## src/rtl/ripple_pkg.sv

```systemverilog
// Shared write-back types for the register-file write port arbiter and its result FIFO.
// Pure declarations; no timing or flow control of its own.
package ripple_pkg;

  localparam int XLEN       = 32;
  localparam int REG_ADDR_W = 5;

  typedef struct packed {
    logic [REG_ADDR_W-1:0] rd;
    logic [XLEN-1:0]       data;
  } wb_req_t;

  function automatic logic [31:0] rd_onehot(input logic [REG_ADDR_W-1:0] rd);
    rd_onehot = 32'd1 << rd;
  endfunction

endpackage

```

## src/rtl/reg_wb_arbiter_fifo.sv

```systemverilog
// wb_fifo: DEPTH-entry synchronous FIFO of write-back requests, head visible the cycle after push.
// Push is ignored when full and pop when empty; per-slot rd/valid exported for the pending mask.
module wb_fifo
  import ripple_pkg::*;
#(
  parameter  int DEPTH = 2,
  localparam int PTR_W = (DEPTH > 1) ? $clog2(DEPTH) : 1,
  localparam int CNT_W = $clog2(DEPTH + 1)
) (
  input  logic                        clk,
  input  logic                        rst,
  input  logic                        push,
  input  wb_req_t                     push_req,
  input  logic                        pop,
  output wb_req_t                     head,
  output logic                        full,
  output logic                        empty,
  output logic [CNT_W-1:0]            count,
  output logic [DEPTH-1:0]            ent_vld,
  output logic [DEPTH*REG_ADDR_W-1:0] ent_rd
);

  wb_req_t            mem_q [DEPTH];
  wb_req_t            mem_d [DEPTH];
  logic [DEPTH-1:0]   vld_q, vld_d;
  logic [PTR_W-1:0]   wr_ptr_q, wr_ptr_d;
  logic [PTR_W-1:0]   rd_ptr_q, rd_ptr_d;
  logic [CNT_W-1:0]   count_q, count_d;
  logic               do_push, do_pop;

  function automatic logic [PTR_W-1:0] ptr_next(input logic [PTR_W-1:0] p);
    ptr_next = (p == PTR_W'(DEPTH - 1)) ? '0 : p + PTR_W'(1);
  endfunction

  assign full  = (count_q == CNT_W'(DEPTH));
  assign empty = (count_q == '0);
  assign count = count_q;
  assign head  = mem_q[rd_ptr_q];

  always_comb begin
    mem_d    = mem_q;
    vld_d    = vld_q;
    wr_ptr_d = wr_ptr_q;
    rd_ptr_d = rd_ptr_q;
    do_push  = push && !full;
    do_pop   = pop && !empty;
    // Push and pop never target the same slot: that needs the FIFO to be both full and empty.
    if (do_push) begin
      mem_d[wr_ptr_q] = push_req;
      vld_d[wr_ptr_q] = 1'b1;
      wr_ptr_d        = ptr_next(wr_ptr_q);
    end
    if (do_pop) begin
      vld_d[rd_ptr_q] = 1'b0;
      rd_ptr_d        = ptr_next(rd_ptr_q);
    end
    count_d = count_q + CNT_W'(do_push) - CNT_W'(do_pop);
  end

  always_comb begin
    ent_rd  = '0;
    ent_vld = vld_q;
    for (int i = 0; i < DEPTH; i++) begin
      ent_rd[i*REG_ADDR_W +: REG_ADDR_W] = mem_q[i].rd;
    end
  end

  always_ff @(posedge clk) begin
    if (rst) begin
      vld_q    <= '0;
      wr_ptr_q <= '0;
      rd_ptr_q <= '0;
      count_q  <= '0;
    end else begin
      vld_q    <= vld_d;
      wr_ptr_q <= wr_ptr_d;
      rd_ptr_q <= rd_ptr_d;
      count_q  <= count_d;
    end
  end

  always_ff @(posedge clk) begin
    mem_q <= mem_d;
  end

endmodule

```

## src/rtl/reg_wb_arbiter.sv

```systemverilog
// Owns the register-file write port: loads write 1 cycle after acceptance, ALU results >= 2 via the FIFO.
// Readies depend only on state/rst; ALU refused while FIFO full, loads refused when the FIFO head is forced.
module reg_wb_arbiter
  import ripple_pkg::*;
#(
  parameter int XLEN      = ripple_pkg::XLEN,
  parameter int DEPTH     = 2,
  parameter int MAX_DEFER = 4
) (
  input  logic            clk,
  input  logic            rst,
  input  logic            alu_valid,
  output logic            alu_ready,
  input  logic [4:0]      alu_rd,
  input  logic [XLEN-1:0] alu_data,
  input  logic            lsu_valid,
  output logic            lsu_ready,
  input  logic [4:0]      lsu_rd,
  input  logic [XLEN-1:0] lsu_data,
  output logic            rf_we,
  output logic [4:0]      rf_waddr,
  output logic [XLEN-1:0] rf_wdata,
  output logic [31:0]     pending_mask
);

  localparam int CNT_W = $clog2(DEPTH + 1);
  localparam int DEF_W = $clog2(MAX_DEFER + 1);

  wb_req_t                     alu_req, lsu_req, fifo_head, win_req;
  logic                        fifo_push, fifo_pop, fifo_full, fifo_empty;
  logic [CNT_W-1:0]            fifo_count;
  logic [DEPTH-1:0]            fifo_ent_vld;
  logic [DEPTH*REG_ADDR_W-1:0] fifo_ent_rd;

  logic [DEF_W-1:0] defer_q, defer_d;
  logic             rf_we_q, rf_we_d;
  logic [4:0]       rf_waddr_q, rf_waddr_d;
  logic [XLEN-1:0]  rf_wdata_q, rf_wdata_d;
  logic             force_head, load_win, any_win;

  assign alu_req.rd   = alu_rd;
  assign alu_req.data = alu_data;
  assign lsu_req.rd   = lsu_rd;
  assign lsu_req.data = lsu_data;

  assign alu_ready  = !rst && (fifo_count < CNT_W'(DEPTH));
  assign fifo_push  = alu_valid && alu_ready && !fifo_full;

  // Starvation guard: once the head has lost MAX_DEFER times in a row, loads are held off for one cycle.
  assign force_head = !fifo_empty && (defer_q == DEF_W'(MAX_DEFER));
  assign lsu_ready  = !rst && !force_head;
  assign load_win   = lsu_valid && lsu_ready;
  assign fifo_pop   = !load_win && !fifo_empty;
  assign any_win    = load_win || fifo_pop;
  assign win_req    = load_win ? lsu_req : fifo_head;

  wb_fifo #(.DEPTH(DEPTH)) u_fifo (
    .clk      (clk),
    .rst      (rst),
    .push     (fifo_push),
    .push_req (alu_req),
    .pop      (fifo_pop),
    .head     (fifo_head),
    .full     (fifo_full),
    .empty    (fifo_empty),
    .count    (fifo_count),
    .ent_vld  (fifo_ent_vld),
    .ent_rd   (fifo_ent_rd)
  );

  always_comb begin
    defer_d = defer_q;
    if (fifo_empty || fifo_pop) begin
      defer_d = '0;
    end else if (load_win && (defer_q != DEF_W'(MAX_DEFER))) begin
      defer_d = defer_q + DEF_W'(1);
    end
  end

  always_comb begin
    rf_we_d    = any_win && (win_req.rd != '0);
    rf_waddr_d = rf_waddr_q;
    rf_wdata_d = rf_wdata_q;
    if (any_win) begin
      rf_waddr_d = win_req.rd;
      rf_wdata_d = win_req.data;
    end
  end

  always_ff @(posedge clk) begin
    if (rst) begin
      defer_q    <= '0;
      rf_we_q    <= 1'b0;
      rf_waddr_q <= '0;
      rf_wdata_q <= '0;
    end else begin
      defer_q    <= defer_d;
      rf_we_q    <= rf_we_d;
      rf_waddr_q <= rf_waddr_d;
      rf_wdata_q <= rf_wdata_d;
    end
  end

  assign rf_we    = rf_we_q;
  assign rf_waddr = rf_waddr_q;
  assign rf_wdata = rf_wdata_q;

  always_comb begin
    pending_mask = '0;
    for (int i = 0; i < DEPTH; i++) begin
      if (fifo_ent_vld[i]) begin
        pending_mask = pending_mask | rd_onehot(fifo_ent_rd[i*REG_ADDR_W +: REG_ADDR_W]);
      end
    end
    if (rf_we_q) begin
      pending_mask = pending_mask | rd_onehot(rf_waddr_q);
    end
    pending_mask[0] = 1'b0;
    if (rst) begin
      pending_mask = '0;
    end
  end

endmodule
```

## config.mk

```make
export PLATFORM = sky130hd
export DESIGN_NAME = reg_wb_arbiter
export DESIGN_NICKNAME = d
export VERILOG_FILES = /design/src/rtl/ripple_pkg.sv /design/src/rtl/reg_wb_arbiter_fifo.sv /design/src/rtl/reg_wb_arbiter.sv
export SDC_FILE = /design/constraint.sdc
export NUM_CORES = 1
export LEC_CHECK = 0
export ABC_AREA = 1
export CAP_MARGIN = 5
export CORE_UTILIZATION = 45
export CTS_CLUSTER_DIAMETER = 30
export DETAILED_ROUTE_END_ITERATION = 8
export PLACE_DENSITY_LB_ADDON = 0.05
export SLEW_MARGIN = 5
export SYNTH_ARGS = -nofsm -noshare
export SYNTH_HDL_FRONTEND = slang
export SYNTH_SLANG_ARGS = --single-unit
```

## constraint.sdc

```tcl
create_clock -name clk -period 2.3 [get_ports clk]
set_input_delay 0.23 -clock clk [delete_from_list [all_inputs] [get_ports clk]]
set_output_delay 0.23 -clock clk [all_outputs]
set_load 0.005 [all_outputs]
```

==> results.md <==
- The count of final max-slew check failures is 0.
- The actual transition at the worst max-transition pin is 0.5941 ns.
- The cell leakage power is 0.003823 uW.
- The sequential share of the synthesized area is 50.95%.
- The clock latency on the worst-skew pair is between 0.4 and 0.5 ns.
- STA classifies the critical path startpoint as a flop.
- The via count of the first global-routing pass is 5,449.
- The maximum VDD drop is 0.5038 mV.
- Counting the fill cells in the layout gives 1,095.
- The synthesized netlist contains 38 unique library cells.
- The worst slack on hold paths is 0.3885 ns.
- The total area of multi-input combinational cells is approximately 2800 sq um.
- The cell area power density is 706.9 nW/um^2.
- The number of antenna violations at the first check in global routing is 0.
- The number of warnings issued by yosys is 0.
- The commonest cells after synthesis are 157 x nand2_1, 74 x edfxtp_1, 67 x inv_1.
- Setup repair after global routing could not meet its margin everywhere.
- Clock skew on the completed layout was measured at between 0.006 and 0.007 ns.
- After synthesis, the mean cell area works out to 9.103 sq um.
- The CTS tree is yes.
- The synthesized netlist occupies a cell area of 6208 sq um.
- The vertical die dimension is 119.5 um.
- The largest fanout on the critical path is 6.
- The floorplan die area is 14,270 sq um.
- The final reports fail on negative setup slack.
- Yosys attributes the largest share of cell area to edfxtp_1 36%, dfxtp_1 15%, nand2_1 9.5%.
- The slack of the critical path is -0.1133 ns.
- The most common flop cell mapped by yosys is edfxtp_1.
- After detailed routing, the number of remaining DRC violations is 0.
- Measured against its own limit, the worst slew margin works out to 60.39%.
- The first TritonRoute pass finished after 6 iterations.
- The number of nets in the synthesized netlist is between 700 and 800.
- The summed area of non-filler cells in the final layout is about 9000 sq um.
- Dividing the detail-routed wire length by the instance count gives 16.51 um.
- The floorplan has 42 rows.
- The total setup violations reported at the end of the flow is 17.
- The number of nets with antenna violations after routing is 0.
- The clock net in this run drives a total of 121 sinks.
- Entering global routing, the biggest net connects 52 pins.
- The number of antenna diodes in the final layout is 0.
- The floorplan die width is 119.5 um.
- The initial standard-cell utilization of the core is between 40% and 50%.
- The endpoint required time on the critical path is 2.07 ns.
- For this block, the via count after detailed routing is 5,603.
- The number of flops mapped to enable cells by yosys is 74.
- After detailed routing, the total wire length is 17,320 um.
- Port buffering added 148 buffers.
- The largest area contributor in the synthesized netlist is edfxtp_1.
- The final critical path takes up 104.9% of the cycle.
- CTS built an H-tree with a depth of 4.
- The worst setup path is captured at an output pin.
- The number of vias per cell is 5.341.
- The detailed router's first-iteration violation count is 400.
- The first global-routing pass estimated 27,440 um of wire.
- The final non-filler cell total is 1,049.
- Counting every instance in the synthesized netlist gives between 600 and 700.
- After floorplanning, the core was sized to cover 13,350 sq um.
- The cell sitting at the root of the clock tree is a clkbuf_16.
- The register bit count reported by yosys is 121.
- The half-perimeter wire length after placement is 12,100 um.
- The leftover overflow at the end of global routing is 0.
- The critical path data arrival time is 2.18 ns.
- The area growth from synthesis to layout is 44.72%.
- In the final timing run, aggregate negative setup slack is -0.7090 ns.
- The number of hold violations in the final report came to 0.
- Buffers inserted during clock tree synthesis total 17.
- The maximum clock frequency is a little over 400 MHz.
- For this design the top-level I/O count stands at 150.
- In the synthesized netlist the async set-or-reset flop fraction comes to 0%.
- At the end of routability-driven placement, the weighted congestion stood at approximately 0.93.
- The worst min-delay path class is input port to flop.
- The smallest clock period supported by the final layout is computed as 2.413 ns.
- The total power after layout is about 6400 uW.
- The final net count is 942.
- The critical path is of the flop to output pin type.
- In the final layout, flip-flops and latches occupy 3171 sq um.
- The synthesized design devotes to its leading area cell type 35.79% of total area.
- Across the run, the number of max-cap violations was 0.
- The worst-case clock buffer depth is 2.
- The share of cells above drive strength 1 is between 20% and 30%.
- The run finished, with violations left.
- In the post-synthesis netlist, the cell with the most instances is nand2_1.
- Global routing used 24.91% of the available tracks across all layers.
- The placed instances occupy a cell area of 7878 sq um.
- Buffers inserted to repair hold after CTS numbered 0.
- Clock-pin slew was measured on the worst setup and hold paths at 0.05 ns.
- The number of cells after detailed placement is between 900 and 1k.
metrics by stage:
step	utilization [%]	worst slack, ns
global placement	59.02	-0.01328
detailed placement	59.02	0.1348
CTS	64.82	-0.09258
global route	67.31	-0.1858
floorplan	-	0.3098
finish	67.31	-0.1133
cells in the final DEF (no fill, tap or decap), types with 4 or more instances in the layout:
cell,count
nand2_1,152
clkdlybuf4s50_1,140
edfxtp_1,74
o21ai_2,58
inv_1,56
nand3_1,48
dfxtp_1,41
nand3_2,39
buf_4,38
o21ai_0,34
nor3_1,20
nor2_1,19
clkbuf_16,17
inv_2,15
o21ai_1,14
nor2_4,9
dlymetal6s2s_1,8
nor2_2,7
a21oi_1,7
nand2_4,6
buf_12,6
dfxtp_2,6
o22ai_1,5
o221ai_1,5
clkinv_2,5
nand4_1,4
bufinv_16,4
kinds of logic (layout without fill, tap and decap cells):
| group | count (synthesis) | after routing | synth area share, % |
|---|---|---|---|
| simple gates | 318 | 318 | 25.03 |
| compound gates | 129 | 129 | 14.45 |
| flops | 121 | 121 | 50.95 |
| buf+inv | 110 | 301 | 8.908 |
| fa+ha+maj | 3 | 3 | 0.6047 |
| other cells | 1 | 1 | 0.06040 |
power breakdown:
group / internal (uW) / total, uW / switching [uW]
clock: 1800 / 2750 / 954
combinational: 497 / 1060 / 565
sequential: 2450 / 2540 / 90.4
final cells by class:
cell class / count / share of cell area (%)
Sequential cell: 121 / 35.29
Multi-Input combinational cell: 451 / 30.65
Timing Repair Buffer: 195 / 21.64
Clock buffer: 18 / 4.776
Inverter: 75 / 3.217
Tap cell: 176 / 2.451
Clock inverter: 13 / 1.977
what timing repair did:
item | in CTS | in global routing
gates cloned | 0 | 0
setup buffers | 10 | 16
pin swaps | 1 | 6
gates resized for setup | 34 | 59
endpoints found under the setup margin | 31 | 31
worst max-delay path: stages (launching register included):
cell             delay, ns
edfxtp_1              0.49
inv_2                 0.18
nand3_2               0.18
nor2_4                0.16
nand2_1               0.07
nand2_1               0.07
o21ai_0               0.07
inv_1                 0.07
clkdlybuf4s50_1       0.49
worst paths after layout:
kind / start / to / slack (ns) / cells past startpoint
setup / recovery: u_fifo.ent_rd[1]$_DFFE_PP_ / pending_mask[29] / -0.11 / 8
hold / removal: alu_data[16] / u_fifo.mem_q[53]$_DFFE_PP_ / 0.39 / 1
setup reg to reg: defer_q[0]$_SDFFE_PP0P_ / u_fifo.count[0]$_SDFF_PP0_ / 0.42 / 13
hold reg to reg: defer_q[0]$_SDFFE_PP0P_ / defer_q[0]$_SDFFE_PP0P_ / 0.48 / 2
state kept, by name, summed over array words and instances (netlist names):
name,flops
u_fifo.count,2
u_fifo.ent_rd,10
rf_waddr,5
defer_q,3
u_fifo.ent_vld,2
u_fifo.rd_ptr_q,1
u_fifo.wr_ptr_q,1
u_fifo.mem_q,64
rf_wdata,32
rf_we,1
metal layers:
| layer | wire (um) | global-route usage [%] | up-vias |
|---|---|---|---|
| met1 | 7237 | 31.16 | 2643 |
| met4 | 409 | 9.063 | 0 |
| met5 | 0 | 0 | - |
| li1 | - | - | 2681 |
| met2 | 8433 | 40.93 | 245 |
| met3 | 1243 | 6.944 | 34 |
(Power assumes the default switching activity.)
